File: config.mk
export PLATFORM = sky130hd
export DESIGN_NAME = term_inject_bank_flat
export DESIGN_NICKNAME = d
export VERILOG_FILES = /design/src/rtl/term_inject_bank_pkg.sv /design/src/rtl/term_inject_bank_if.sv /design/src/rtl/term_inject_bank_ch.sv /design/src/rtl/term_inject_bank.sv /design/src/flat_wrapper.sv
export SDC_FILE = /design/constraint.sdc
export NUM_CORES = 2
export LEC_CHECK = 0
export ABC_AREA = 1
export CAP_MARGIN = 20
export CORE_AREA = 2 2 555 557
export DETAILED_ROUTE_END_ITERATION = 16
export DIE_AREA = 0 0 557 559
export PLACE_DENSITY_LB_ADDON = 0.08
export SYNTH_ARGS = -nofsm -noshare
export SYNTH_HDL_FRONTEND = slang
export SYNTH_SLANG_ARGS = --single-unit
File: constraint.sdc
create_clock -name clk -period 5.7 [get_ports clk]
set_input_delay 0.855 -clock clk [delete_from_list [all_inputs] [get_ports clk]]
set_output_delay 0.855 -clock clk [all_outputs]
set_load 0.03 [all_outputs]
File: src/rtl/term_inject_bank_pkg.sv
// rtl/term_inject_bank_pkg.sv - shared field layout, types and address screening for term_inject_bank
//
// Purpose : package term_inject_pkg. It defines the packet header layout and the
//           terminal-count helper. It also holds the destination screening rule
//           used by every injection channel.
// Ports   : none (package)
package term_inject_pkg;

   localparam int NXT_W = 8;
   localparam int ROW_W = 4;
   localparam int COL_W = 4;
   localparam int HDR_W = NXT_W + ROW_W + COL_W + 1;

   // Offsets counted down from the packet MSB: a field's top bit is PCKG_SZ-1-<ofs>.
   localparam int NXT_OFS  = 0;
   localparam int ROW_OFS  = 8;
   localparam int COL_OFS  = 12;
   localparam int MODE_OFS = 16;

   // Header view of the top HDR_W bits of a packet; payload fills the rest.
   typedef struct packed {
      logic [NXT_W-1:0] nxtjp;
      logic [ROW_W-1:0] row;
      logic [COL_W-1:0] colum;
      logic             mode;
   } pkt_hdr_t;

   // Contiguous row/colum slice used for screening.
   typedef struct packed {
      logic [ROW_W-1:0] row;
      logic [COL_W-1:0] colum;
   } dst_addr_t;

   function automatic int nterm(input int rows, input int colums);
      return 2 * rows + 2 * colums;
   endfunction

   // A destination is a terminal on the mesh rim: top/bottom rows over a real
   // column, or left/right columns beside a real row. Corners are not terminals.
   function automatic logic dst_valid(input logic [ROW_W-1:0] row,
                                      input logic [COL_W-1:0] col,
                                      input int rows, input int colums);
      int   r;
      int   c;
      logic row_in;
      logic col_in;
      r      = int'(row);
      c      = int'(col);
      row_in = (r >= 1) && (r <= rows);
      col_in = (c >= 1) && (c <= colums);
      return (((r == 0) || (r == rows + 1)) && col_in) ||
             (((c == 0) || (c == colums + 1)) && row_in);
   endfunction

endpackage

File: src/rtl/term_inject_bank_if.sv
// rtl/term_inject_bank_if.sv - bundled injection-bank signals with traffic-side and bank-side views
//
// Purpose : groups the per-terminal push/pop bus and the drop counters of term_inject_bank.
// Ports   : master = traffic source / mesh side (drives push, push_data, popin, cnt_clr)
//           slave  = the bank (drives full, almost_full, level, pndng, data_out_i_in,
//                    ovf_cnt, bad_dst_cnt)
interface term_inject_bank_if #(
   parameter int NTERM   = 16,
   parameter int PCKG_SZ = 40,
   parameter int LVL_W   = 3,
   parameter int CNT_W   = 16
);
   logic [NTERM-1:0]              push;
   logic [NTERM-1:0][PCKG_SZ-1:0] push_data;
   logic [NTERM-1:0]              full;
   logic [NTERM-1:0]              almost_full;
   logic [NTERM-1:0][LVL_W-1:0]   level;
   logic [NTERM-1:0]              popin;
   logic [NTERM-1:0]              pndng;
   logic [NTERM-1:0][PCKG_SZ-1:0] data_out_i_in;
   logic                          cnt_clr;
   logic [CNT_W-1:0]              ovf_cnt;
   logic [CNT_W-1:0]              bad_dst_cnt;

   modport master (
      output push, push_data, popin, cnt_clr,
      input  full, almost_full, level, pndng, data_out_i_in, ovf_cnt, bad_dst_cnt
   );

   modport slave (
      input  push, push_data, popin, cnt_clr,
      output full, almost_full, level, pndng, data_out_i_in, ovf_cnt, bad_dst_cnt
   );
endinterface

File: src/rtl/term_inject_bank_ch.sv
// rtl/term_inject_bank_ch.sv - one show-ahead injection FIFO with destination screening
//
// Purpose : module term_inject_ch, a single terminal channel. It holds the storage
//           array, wrapping pointers and occupancy counter. It decodes the status
//           flags and reports why a push was dropped.
// Ports   : clk, reset (async, active-high)
//           push, push_data            write request / packet
//           popin                      consume head entry
//           full, almost_full, level   occupancy status
//           pndng, data_out            non-empty flag / head entry (0 when empty)
//           drop_ovf, drop_dst         this cycle's push is dropped (full / bad address)
module term_inject_ch
   import term_inject_pkg::*;
#(
   parameter int PCKG_SZ    = 40,
   parameter int FIFO_DEPTH = 4,
   parameter int AF_LEVEL   = 3,
   parameter int ROWS       = 4,
   parameter int COLUMS     = 4,
   parameter int CHECK_DST  = 1,
   parameter int LVL_W      = $clog2(FIFO_DEPTH + 1)
)(
   input  logic               clk,
   input  logic               reset,
   input  logic               push,
   input  logic [PCKG_SZ-1:0] push_data,
   input  logic               popin,
   output logic               full,
   output logic               almost_full,
   output logic [LVL_W-1:0]   level,
   output logic               pndng,
   output logic [PCKG_SZ-1:0] data_out,
   output logic               drop_ovf,
   output logic               drop_dst
);
   localparam int PTR_W = $clog2(FIFO_DEPTH);

   logic [PCKG_SZ-1:0] mem [FIFO_DEPTH];
   logic [PTR_W-1:0]   wr_ptr;
   logic [PTR_W-1:0]   rd_ptr;
   logic [LVL_W-1:0]   count;
   dst_addr_t          addr;
   logic               dst_ok;
   logic               is_empty;
   logic               is_full;
   logic               do_push;
   logic               do_pop;

   function automatic logic [PTR_W-1:0] ptr_inc(input logic [PTR_W-1:0] p);
      return (p == PTR_W'(FIFO_DEPTH - 1)) ? '0 : p + PTR_W'(1);
   endfunction

   assign addr     = dst_addr_t'(push_data[PCKG_SZ-1-ROW_OFS -: ROW_W+COL_W]);
   assign dst_ok   = (CHECK_DST == 0) || dst_valid(addr.row, addr.colum, ROWS, COLUMS);
   assign is_empty = (count == '0);
   assign is_full  = (count == LVL_W'(FIFO_DEPTH));

   // A pop on an empty FIFO is a no-op, so a same-cycle push into an empty
   // FIFO just lands. A pop on a full FIFO frees the slot the push needs.
   assign do_pop   = popin && !is_empty;
   assign do_push  = push && dst_ok && (!is_full || do_pop);
   assign drop_dst = push && !dst_ok;
   assign drop_ovf = push && dst_ok && is_full && !do_pop;

   always_ff @(posedge clk or posedge reset) begin
      if (reset) begin
         wr_ptr <= '0;
         rd_ptr <= '0;
         count  <= '0;
      end else begin
         if (do_push) wr_ptr <= ptr_inc(wr_ptr);
         if (do_pop)  rd_ptr <= ptr_inc(rd_ptr);
         if (do_push && !do_pop)      count <= count + LVL_W'(1);
         else if (!do_push && do_pop) count <= count - LVL_W'(1);
      end
   end

   // Storage needs no reset: the head is masked to 0 whenever count is 0.
   always_ff @(posedge clk) begin
      if (do_push) mem[wr_ptr] <= push_data;
   end

   assign full        = is_full;
   assign almost_full = (int'(count) >= AF_LEVEL);
   assign level       = count;
   assign pndng       = !is_empty;
   assign data_out    = is_empty ? '0 : mem[rd_ptr];

endmodule

File: src/rtl/term_inject_bank.sv
// rtl/term_inject_bank.sv - per-terminal injection FIFO bank with saturating drop counters
//
// Purpose : one term_inject_ch per mesh terminal (2*ROWS + 2*COLUMS). The drop
//           flags of all channels are summed into two saturating counters.
// Ports   : clk, reset (async, active-high)
//           bus (term_inject_bank_if.slave): push/push_data/popin/cnt_clr in;
//           full/almost_full/level/pndng/data_out_i_in/ovf_cnt/bad_dst_cnt out
module term_inject_bank
   import term_inject_pkg::*;
#(
   parameter int ROWS       = 4,
   parameter int COLUMS     = 4,
   parameter int PCKG_SZ    = 40,
   parameter int FIFO_DEPTH = 4,
   parameter int AF_LEVEL   = FIFO_DEPTH - 1,
   parameter int CNT_W      = 16,
   parameter int CHECK_DST  = 1
)(
   input logic              clk,
   input logic              reset,
   term_inject_bank_if.slave bus
);
   localparam int NTERM = nterm(ROWS, COLUMS);
   localparam int LVL_W = $clog2(FIFO_DEPTH + 1);
   localparam int POP_W = $clog2(NTERM + 1);
   localparam int SUM_W = ((CNT_W > POP_W) ? CNT_W : POP_W) + 1;

   logic [NTERM-1:0] drop_ovf;
   logic [NTERM-1:0] drop_dst;
   logic [POP_W-1:0] ovf_pop;
   logic [POP_W-1:0] dst_pop;
   logic [CNT_W-1:0] ovf_cnt;
   logic [CNT_W-1:0] bad_dst_cnt;

   function automatic logic [CNT_W-1:0] sat_add(input logic [CNT_W-1:0] cnt,
                                                input logic [POP_W-1:0] inc);
      logic [SUM_W-1:0] sum;
      sum = SUM_W'(cnt) + SUM_W'(inc);
      return (sum > SUM_W'({CNT_W{1'b1}})) ? '1 : sum[CNT_W-1:0];
   endfunction

   for (genvar i = 0; i < NTERM; i++) begin : g_ch
      term_inject_ch #(
         .PCKG_SZ   (PCKG_SZ),
         .FIFO_DEPTH(FIFO_DEPTH),
         .AF_LEVEL  (AF_LEVEL),
         .ROWS      (ROWS),
         .COLUMS    (COLUMS),
         .CHECK_DST (CHECK_DST),
         .LVL_W     (LVL_W)
      ) u_ch (
         .clk        (clk),
         .reset      (reset),
         .push       (bus.push[i]),
         .push_data  (bus.push_data[i]),
         .popin      (bus.popin[i]),
         .full       (bus.full[i]),
         .almost_full(bus.almost_full[i]),
         .level      (bus.level[i]),
         .pndng      (bus.pndng[i]),
         .data_out   (bus.data_out_i_in[i]),
         .drop_ovf   (drop_ovf[i]),
         .drop_dst   (drop_dst[i])
      );
   end

   always_comb begin
      ovf_pop = '0;
      dst_pop = '0;
      for (int i = 0; i < NTERM; i++) begin
         ovf_pop = ovf_pop + POP_W'(drop_ovf[i]);
         dst_pop = dst_pop + POP_W'(drop_dst[i]);
      end
   end

   // Clear has priority over any drops seen in the same cycle.
   always_ff @(posedge clk or posedge reset) begin
      if (reset) begin
         ovf_cnt     <= '0;
         bad_dst_cnt <= '0;
      end else if (bus.cnt_clr) begin
         ovf_cnt     <= '0;
         bad_dst_cnt <= '0;
      end else begin
         ovf_cnt     <= sat_add(ovf_cnt, ovf_pop);
         bad_dst_cnt <= sat_add(bad_dst_cnt, dst_pop);
      end
   end

   assign bus.ovf_cnt     = ovf_cnt;
   assign bus.bad_dst_cnt = bad_dst_cnt;

endmodule

File: src/flat_wrapper.sv
// flat-port wrapper written by rule: the top's interface ports become plain ports
module term_inject_bank_flat import term_inject_pkg::*;
#(
   parameter int ROWS       = 4,
   parameter int COLUMS     = 4,
   parameter int PCKG_SZ    = 40,
   parameter int FIFO_DEPTH = 4,
   parameter int AF_LEVEL   = FIFO_DEPTH - 1,
   parameter int CNT_W      = 16,
   parameter int CHECK_DST  = 1
)
  (clk, reset, bus_push, bus_push_data, bus_popin, bus_cnt_clr, bus_full, bus_almost_full, bus_level, bus_pndng, bus_data_out_i_in, bus_ovf_cnt, bus_bad_dst_cnt);
  term_inject_bank_if #(.NTERM(16), .PCKG_SZ(PCKG_SZ), .LVL_W(3), .CNT_W(CNT_W)) bus_i ();
  input logic clk;
  input logic reset;
  input wire logic [$bits(bus_i.push)-1:0] bus_push;
  input wire logic [$bits(bus_i.push_data)-1:0] bus_push_data;
  input wire logic [$bits(bus_i.popin)-1:0] bus_popin;
  input wire logic [$bits(bus_i.cnt_clr)-1:0] bus_cnt_clr;
  output wire logic [$bits(bus_i.full)-1:0] bus_full;
  output wire logic [$bits(bus_i.almost_full)-1:0] bus_almost_full;
  output wire logic [$bits(bus_i.level)-1:0] bus_level;
  output wire logic [$bits(bus_i.pndng)-1:0] bus_pndng;
  output wire logic [$bits(bus_i.data_out_i_in)-1:0] bus_data_out_i_in;
  output wire logic [$bits(bus_i.ovf_cnt)-1:0] bus_ovf_cnt;
  output wire logic [$bits(bus_i.bad_dst_cnt)-1:0] bus_bad_dst_cnt;
  assign bus_i.push = bus_push;
  assign bus_i.push_data = bus_push_data;
  assign bus_i.popin = bus_popin;
  assign bus_i.cnt_clr = bus_cnt_clr;
  assign bus_full = bus_i.full;
  assign bus_almost_full = bus_i.almost_full;
  assign bus_level = bus_i.level;
  assign bus_pndng = bus_i.pndng;
  assign bus_data_out_i_in = bus_i.data_out_i_in;
  assign bus_ovf_cnt = bus_i.ovf_cnt;
  assign bus_bad_dst_cnt = bus_i.bad_dst_cnt;
  term_inject_bank #(.ROWS(ROWS), .COLUMS(COLUMS), .PCKG_SZ(PCKG_SZ), .FIFO_DEPTH(FIFO_DEPTH), .AF_LEVEL(AF_LEVEL), .CNT_W(CNT_W), .CHECK_DST(CHECK_DST)) u_core (.clk(clk), .reset(reset), .bus(bus_i));
endmodule
==> impl_metrics.csv <==
group,metric,value,unit
status,status,"finished clean",
floorplanning,dieWidth,557,um
timing,period_needed,5.518,ns
setup_path,crit_slowest_cell,"fa_1",
power,internal-power,45.70,mW
floorplanning,ios,1443,
logic_synthesis,synthArstFlopShare,5.325,%
clocking,cts_sinks,2704,
logic_synthesis,synthTopCellsByCount,"2807 x nor2_1, 2560 x edfxtp_1, 1343 x o21ai_0",
clocking,insertion_delay,0.90,ns
power,p_sw_share,42.10,%
setup_path,start_kind,"input port",
power,p_seq_share,29.4,%
setup_path,critical_path.max_fanout,5,
logic_synthesis,syn_inst,9278,
final_layout,area_delta_synth_final,28.19,%
floorplanning,die-area,311400,sq um
route,ant_nets,0,
timing,final_hold_viol_count,0,
power,p_switching,33.23,mW
hold_path,holdPathStages,1,
logic_synthesis,syn_avg_cell_area,11.93,sq um
logic_synthesis,synth_edf_count,2560,
timing,worstMarginPinSlew,1.090,ns
timing,skew,0.04731,ns
grt,grt_pass1_vias,72220,
setup_path,worstRegToRegCells,22,
route,routed_wl,375900,um
floorplanning,coreArea,305000,sq um
grt,grt_max_degree,83,
logic_synthesis,synth_top_area_share,69.45,%
setup_path,critPathTopFamily,"adder cells",
placed_design,io_buffers,1442,
setup_path,critPathBufInv,6,
timing,maxSlewViolCount,0,
logic_synthesis,syn_area,110700,sq um
logic_synthesis,ys.flop_type,"edfxtp_1",
route,via_per_inst,4.927,
logic_synthesis,synthesis.nets,10110,
route,first_pass_iters,6,
setup_path,r2r-end,"u_core.bus.ovf_cnt[15]",
clocking,clock_path_buffers,4,
floorplanning,row_count,203,
timing,max_freq,181.2,MHz
logic_synthesis,yosys_warnings,0,
logic_synthesis,synth_area_leaders,"edfxtp_1 69%, nor2_1 9.5%, o21ai_0 6.1%",
run,max-cap-violations,0,
logic_synthesis,synth_top_cell_by_area,"edfxtp_1",
clocking,cts_max_level,5,
placed_design,placedCellCount,14670,
power,power_frac_comb,46.0,%
hold_path,min_to,"u_core.g_ch[0].u_ch.mem[0][27]",
final_layout,seq_area,80500,sq um
grt,overflow,0,
final_layout,drive_gt1_share,9.582,%
timing,fin_crit_sh,96.81,%
setup_path,arrival,6.29,ns
clocking,cts_buffers,306,
logic_synthesis,synthMostInstantiatedCell,"nor2_1",
clocking,clk_pin_slew_worst_paths,0.06,ns
grt,grt_use_total,23.24,%
final_layout,finish.net_count,11720,
timing,setup-tns-final,0,ns
logic_synthesis,synth.distinct_cells,34,
floorplanning,die_y,559,um
placed_design,dpl.hpwl,254000,um
setup_path,crit_type,"in -> reg",
timing,finalSetupViolCount,0,
route,dr_total_vias,75370,
hold_path,min-delay-start,"bus_push_data[27]",
clocking,ctsRootBufferMaster,"clkbuf_16",
setup_path,rrSetupSlack,0.26,ns
logic_synthesis,ys_ff_latch,2704,
final_layout,n_fill_cell,27380,
placed_design,dp_worst_setup_slack,-1.183,ns
final_layout,multi_input_area,27370,sq um
floorplanning,initial_core_util,36.29,%
placed_design,routabilityCongestion,0.8460,
timing,fin_ws,0.1817,ns
route,drtIter0Drc,5643,
setup_path,cpPeakStageDelay,0.56,ns
final_layout,layoutNonFillerInstCount,15300,
setup_path,r2r-start,"u_core.g_ch[11].u_ch.level[1]",
clocking,tritoncts,"done",
setup_path,worstPathRequired,6.47,ns
hold_path,hold_class,"in -> reg",
route,detail_route.wl_per_cell,24.57,um
power,p_per_area,556.3,nW/um^2
setup_path,end_kind,"register",
grt,grt_pass1_wl,525900,um
timing,slew_headroom,27.19,%
power,clkPwrFrac,24.6,%
power,p_leak,49.56,nW
logic_synthesis,ys_seq_area_share,72.71,%
clocking,cts.hold.buffers_added,0,
grt,antenna_found_initial,187,
route,drcViolationCount,0,
power,max-vdd-ir-drop,0.0004044,V
power,power,78.93,mW
==> worst register-to-register path, delay by kind of cell (launching register included) <==
family                   cells  cell delay, ns
flip-flops                   1            0.47
AND/OR/NAND/NOR              9            1.13
adder cells (fa/ha/maj)      7            3.20
buffers and inverters        6            0.52
==> cells by family (layout without fill, tap and decap cells) <==
| logic type | after synthesis | after routing | share of synthesized area, % |
|---|---|---|---|
| fa+ha+maj | 154 | 154 | 1.998 |
| buf+inv | 896 | 2753 | 3.372 |
| xor+xnor | 45 | 45 | 0.3561 |
| flops | 2704 | 2704 | 72.71 |
| mux | 16 | 16 | 0.1628 |
| simple gates | 3421 | 3422 | 12.15 |
| compound gates | 2042 | 2042 | 9.258 |
| other cells | 0 | 63 | 0 |
==> final cells by class <==
cell class,instances,area share (%)
antenna,63,0.1111
clock buffer,390,5.712
clock inverter,167,1.207
inverter,364,0.9682
multi-input combinational,5679,19.29
sequential,2704,56.73
tap,4100,3.615
timing repair buffer,1832,12.37
==> layout by cell type, fill, tap and decap left out, types with 16 or more instances in the layout <==
cell and count:
nor2_1 2725, edfxtp_1 2560, clkdlybuf4s50_1 1401, o21ai_0 1334
a21oi_1 685, nand2_1 381, buf_4 374, inv_1 342
clkbuf_16 308, dfrtp_1 128, ha_1 111, clkbuf_1 73
nand3_1 71, nor2_4 64, diode_2 63, clkinv_1 59
nand4_1 52, clkinv_2 52, dlymetal6s2s_1 34, fa_1 30
nand3_2 24, bufinv_16 24, xnor2_1 22, inv_2 21
nor2_2 21, xor2_1 21, nand2_2 20, mux2_2 16
nor3_4 16, dfrtp_2 16
==> routing by layer <==
layer / GRT usage [%] / wire (um) / vias to the layer above
li1: - / - / 35670
met1: 27.25 / 144400 / 36560
met2: 37.82 / 178000 / 2264
met3: 9.165 / 37150 / 733
met4: 9.609 / 15430 / 152
met5: 0 / 967 / -
==> power by group through the flow <==
stage                     sequential [mW]  combinational, mW  clock, mW
final                                23.2               36.3       19.4
after global routing                 23.3               38.9       20.6
after CTS                            23.2               36.6       19.9
after detailed placement             23.6               36.5          0
after global placement               23.5               36.4          0
after floorplan                      23.8               19.7          0
==> through the flow <==
stage / hold WS (ns) / instance area [sq um] / util (%)
final: 0.2737 / 141900 / 46.51
after global routing: 0.2498 / 141800 / 46.49
after floorplan: 0.4923 / 110700 / -
after global placement: 0.5145 / 131400 / 43.09
after detailed placement: 0.5199 / 131400 / 43.09
after CTS: 0.3474 / 141400 / 46.34
==> repair_timing <==
item,4_1_cts,5_1_grt
gates cloned,1,0
setup endpoints to repair,32,32
buffers inserted,0,7
gates resized for setup,32,110
pin swaps,18,40
==> flip-flops by register name, indices dropped and copies added, names as in the netlist <==
signal / count
u_core.g_ch.u_ch.mem: 2560
u_core.g_ch.u_ch.rd_ptr: 32
u_core.bus.bad_dst_cnt: 16
u_core.bus.ovf_cnt: 16
u_core.g_ch.u_ch.wr_ptr: 32
u_core.g_ch.u_ch.level: 48
==> how the worst max path moves through the flow <==
stage | startpoint | endpoint | cells after the start
final | bus_push_data[626] | u_core.bus.ovf_cnt[15] | 25
after global routing | u_core.g_ch[11].u_ch.level[2] | u_core.bus.ovf_cnt[15] | 23
after CTS | bus_push_data[69] | u_core.bus.bad_dst_cnt[12] | 25
after detailed placement | bus_push_data[65] | u_core.bus.ovf_cnt[15] | 30
after global placement | bus_push_data[28] | u_core.bus.ovf_cnt[15] | 29
after floorplan | bus_push_data[64] | u_core.bus.ovf_cnt[15] | 28
Note: power is estimated with default switching activity, not from simulation.
